==> config.mk <==
export PLATFORM = sky130hd
export DESIGN_NAME = rr_arb_mux
export DESIGN_NICKNAME = d
export VERILOG_FILES = /design/src/rtl/rr_arb_mux.sv
export SDC_FILE = /design/constraint.sdc
export NUM_CORES = 1
export LEC_CHECK = 0
export ABC_CLOCK_PERIOD_IN_PS = 12000
export CORE_ASPECT_RATIO = 1.1
export CORE_UTILIZATION = 43
export DETAILED_ROUTE_END_ITERATION = 10
export GPL_ROUTABILITY_DRIVEN = 0
export PLACE_DENSITY = 0.9
export SETUP_SLACK_MARGIN = 0.5
export SLEW_MARGIN = 15
export SYNTH_ARGS = -nofsm -noshare
export SYNTH_HDL_FRONTEND = slang
export SYNTH_SLANG_ARGS = --single-unit
==> constraint.sdc <==
create_clock -name clk -period 12 [get_ports clk]
set_input_delay 1.8 -clock clk [delete_from_list [all_inputs] [get_ports clk]]
set_output_delay 1.8 -clock clk [all_outputs]
set_load 0.02 [all_outputs]
==> src/rtl/rr_arb_mux.sv <==
// N-to-1 round-robin arbitrated mux with valid/ready on every input and one
// registered output stage; out_* are pure register outputs.
module rr_arb_mux #(
  parameter int WIDTH  = 16,
  parameter int NUM_IN = 8,
  localparam int SEL_W = (NUM_IN > 2) ? $clog2(NUM_IN) : 1
) (
  input  logic                    clk,
  input  logic                    rst_n,
  input  logic                    flush,
  input  logic [NUM_IN*WIDTH-1:0] in_data,
  input  logic [NUM_IN-1:0]       in_valid,
  output logic [NUM_IN-1:0]       in_ready,
  output logic [WIDTH-1:0]        out_data,
  output logic [SEL_W-1:0]        out_sel,
  output logic                    out_valid,
  input  logic                    out_ready
);

  typedef enum logic {EMPTY = 1'b0, FULL = 1'b1} state_t;

  state_t           state_reg;
  state_t           state_next;
  logic [SEL_W-1:0] ptr;
  logic [SEL_W-1:0] ptr_next;
  logic [SEL_W-1:0] win;
  logic             grant_any;
  logic             load_en;
  logic             transfer;
  logic [WIDTH-1:0] sel_data;

  assign out_valid = (state_reg == FULL);
  assign load_en   = (!out_valid || out_ready) && !flush;
  assign transfer  = rst_n && load_en && grant_any;

  // Search ptr, ptr+1, ... wrapping at NUM_IN so non-power-of-2 counts work.
  always_comb begin
    int idx;
    grant_any = 1'b0;
    win       = '0;
    idx       = 0;
    for (int i = 0; i < NUM_IN; i++) begin
      idx = int'(ptr) + i;
      if (idx >= NUM_IN) idx = idx - NUM_IN;
      if (!grant_any && in_valid[idx]) begin
        grant_any = 1'b1;
        win       = SEL_W'(idx);
      end
    end
  end

  generate
    for (genvar gi = 0; gi < NUM_IN; gi++) begin : g_ready
      assign in_ready[gi] = transfer && (win == SEL_W'(gi));
    end
  endgenerate

  // Only the winning lane is sliced, so X on other lanes never reaches out_data.
  assign sel_data = in_data[int'(win)*WIDTH +: WIDTH];
  assign ptr_next = (int'(win) == NUM_IN - 1) ? '0 : win + 1'b1;

  always_comb begin
    state_next = state_reg;
    if (flush)
      state_next = EMPTY;
    else if (transfer)
      state_next = FULL;
    else if (state_reg == FULL && out_ready)
      state_next = EMPTY;
  end

  always_ff @(posedge clk or negedge rst_n) begin
    if (!rst_n) begin
      state_reg <= EMPTY;
      out_data  <= '0;
      out_sel   <= '0;
      ptr       <= '0;
    end else begin
      state_reg <= state_next;
      if (transfer) begin
        out_data <= sel_data;
        out_sel  <= win;
        ptr      <= ptr_next;
      end
    end
  end

endmodule

==> results.md <==
- Status: finished, final reports clean
- Cell Rows: 31
- Mapped cell area: 3000 sq um
- VDD IR max: 0.000496 V
- Final HPWL DP: 7.91 mm
- Routing usage on met1: 0.316
- Ant. Diodes: 0
- Most common cell after layout, fill and taps aside: clkdlybuf4s50_1
- Die Wd: 81.7 um
- Main combinational cell family by area after synthesis: multiplexers
- Initial detailed-routing violation count: 122
- Met2 track demand over resource: 0.487
- RR Endpoint: out_data[10]
- Final WL: 9.84 mm
- Nets: 598
- Synth Area in Simple Gates: 0.0958
- RSZ-0062 raised after global routing: false
- Postcts setup bufs: 0
- Worst R2R Start: ptr[0]
- Synth Instances: 305
- Clock-pin slew on the worst setup and hold paths: 70 ps
- IO Port Bufs: 167
- Synth Area in XOR/XNOR: 0.0142
- Largest net degree at the start of global routing: 71
- Hold Fails Final Rpt: 0
- Async set-reset flop share out of synthesis: 1.00
- Maximum clock rate: 0.130 GHz
- R2R setup slack: 7190 ps
- Final clock skew: 9.86 ps
- Most frequent cells in the layout: 167 x clkdlybuf4s50_1, 53 x mux2_2, 35 x mux2i_1
- Type of origin of the critical path: input pin
- Max-capacitance violation count: 0
- # setup viols final: 0
- Register area share after synthesis: 0.192
- Post-synth EDFFs: 0
- Kind of end point of the critical path: output pin
- Hold Buf Count CTS: 0
- Overall routing resource usage: 0.267
- Final ANT Viol Nets: 0
- Die area: 7320 sq um
- Layout area overhead: 56.5%
- Fin. max-slew vios: 0
- Post-cts sizing count: 0
- Total number of vias: 3131
- Fraction of layout cells with a size suffix above 1: 0.192
- Ys Warns: 0
- Syn nets: 448
- Adder-Cell Fraction of Synth Area: 0.0125
- Core Box Area: 6670 sq um
- R2r worst-path depth: 11
- Total CTS buffers: 3
- Synth Flop Type: dfrtp_1
- First-pass GRT wire length: 14.8 mm
- CTS tree: done
- CP Max Fanout: 70
- Root Driver: clkbuf_8
- Max clock buf depth: 2
- Antenna violations before repair: 0
- Sink Count: 23
- Final TNS setup: 0 ps
- Post-Syn Area per Cell: 9.85 sq um
- Met3 usage: 0.0485
- Lkg Pwr: 0.00179 uW
- PwrDens: 336 nW/um^2
- Post-synthesis mux area share: 0.403
- Final Util: 0.704
- DRC Markers: 0
- Critical Path Start: in_valid[1]
- I/O pin total: 168
- Min Tclk post-route: 7670 ps
- HP Class: reg2reg
- H-tree lvl count: 1
- Hold Path Cell Cnt: 2
- Initial core utilization: 0.450
- Worst Path Required: 10200 ps
- Setup CP Type: in2out
- Worst slew pin tran: 911 ps
- Clk Latency, worst-skew pair: 260 ps
- GRT overflow: 0
- Compound-cell area share of the yosys netlist: 0.220
- Tcrit/Tclk final: 0.639
- Die Span Y: 89.6 um
- GRT Max-Usage Layer: met2
- Vias per Instance: 5.84
- Wire per inst: 18.3 um
- Worst hold start: out_data[11]
- WP data arrival: 5870 ps
- Vias in the first global route: 3018
- Max_slew headroom: 0.392
- Drt first pass iters: 4
- FF+latch count, synth: 23
- WHS Endpoint: out_data[11]
- Distinct cells, synth: 45
[per-stage QoR]
stage | hold slack (ps) | setup slack [ps] | instance area, sq um | power (uW) | instances
after floorplan | 590 | 5650 | 3000 | 1250 | 305
after global placement | 465 | 4530 | 4650 | 1500 | 532
after detailed placement | 470 | 4360 | 4650 | 1530 | 532
after CTS | 488 | 4350 | 4700 | 1580 | 536
after global routing | 517 | 4050 | 4700 | 1690 | 536
final | 480 | 4330 | 4700 | 1580 | 536
[flip-flops by register name, summed over array words and instances, names as in the netlist]
name	count
out_data	16
out_sel	3
out_valid	1
ptr	3
[worst max-delay path, cell delays in order]
cell             delay (ps)
clkdlybuf4s50_1         510
mux4_2                  610
mux2_2                  340
nand2b_1                220
nor3_1                  230
o31ai_1                 200
nand2_4                 690
ha_1                    340
inv_1                    70
nor3_1                  210
clkdlybuf4s50_1         640
[power by group]
group | leakage (uW) | internal, uW | switching (uW)
registers | 0.000283 | 115 | 43.7
clock network | 0.0000228 | 23.7 | 24.0
logic | 0.00149 | 649 | 722
[area by class of cell]
type                       count  area [sq um]
sequential                    23           576
timing repair buffer         170          1690
clock buffer                   4          45.0
fill                         510          1970
multi-input combinational    248          2250
inverter                       9          33.8
tap                           82           103
[how the worst max path moves through the flow]
stage	cells past startpoint	slack, ps	to
floorplan	11	5650	in_ready[3]
global placement	11	4530	in_ready[3]
detailed placement	9	4360	in_ready[1]
CTS	11	4350	in_ready[3]
global route	9	4050	in_ready[1]
finish	11	4330	in_ready[3]
[cell usage after synthesis, types with 5 or more instances]
| master | number | area, sq um |
|---|---|---|
| mux4_2 | 11 | 248 |
| o2bb2ai_1 | 17 | 149 |
| o22ai_1 | 16 | 100 |
| o31ai_1 | 7 | 52.6 |
| nor2_1 | 7 | 26.3 |
| clkbuf_1 | 6 | 22.5 |
| mux2i_1 | 35 | 350 |
| nand2_1 | 28 | 105 |
| o21ai_0 | 8 | 40.0 |
| inv_1 | 9 | 33.8 |
| buf_2 | 12 | 60.1 |
| mux2_2 | 53 | 597 |
| nand2b_1 | 5 | 31.3 |
| a21oi_1 | 6 | 30.0 |
| o31ai_2 | 11 | 138 |
| dfrtp_1 | 23 | 576 |
[logic make-up (layout without fill, tap and decap cells)]
kind of cell / after synthesis / count (layout)
muxes: 100 / 100
and+or+nand+nor: 58 / 58
DFF: 23 / 23
xor gates and xnor gates: 4 / 4
AOI/OAI and AO/OA: 83 / 83
adders and majority gates: 3 / 3
buffers and inverters: 34 / 183
[per-layer routing]
layer	wire (um)	part of all wire
met4	255	0.026
met1	3600	0.37
met5	0	0
met3	703	0.071
met2	5280	0.54
Power figures use the tool's default switching activity.
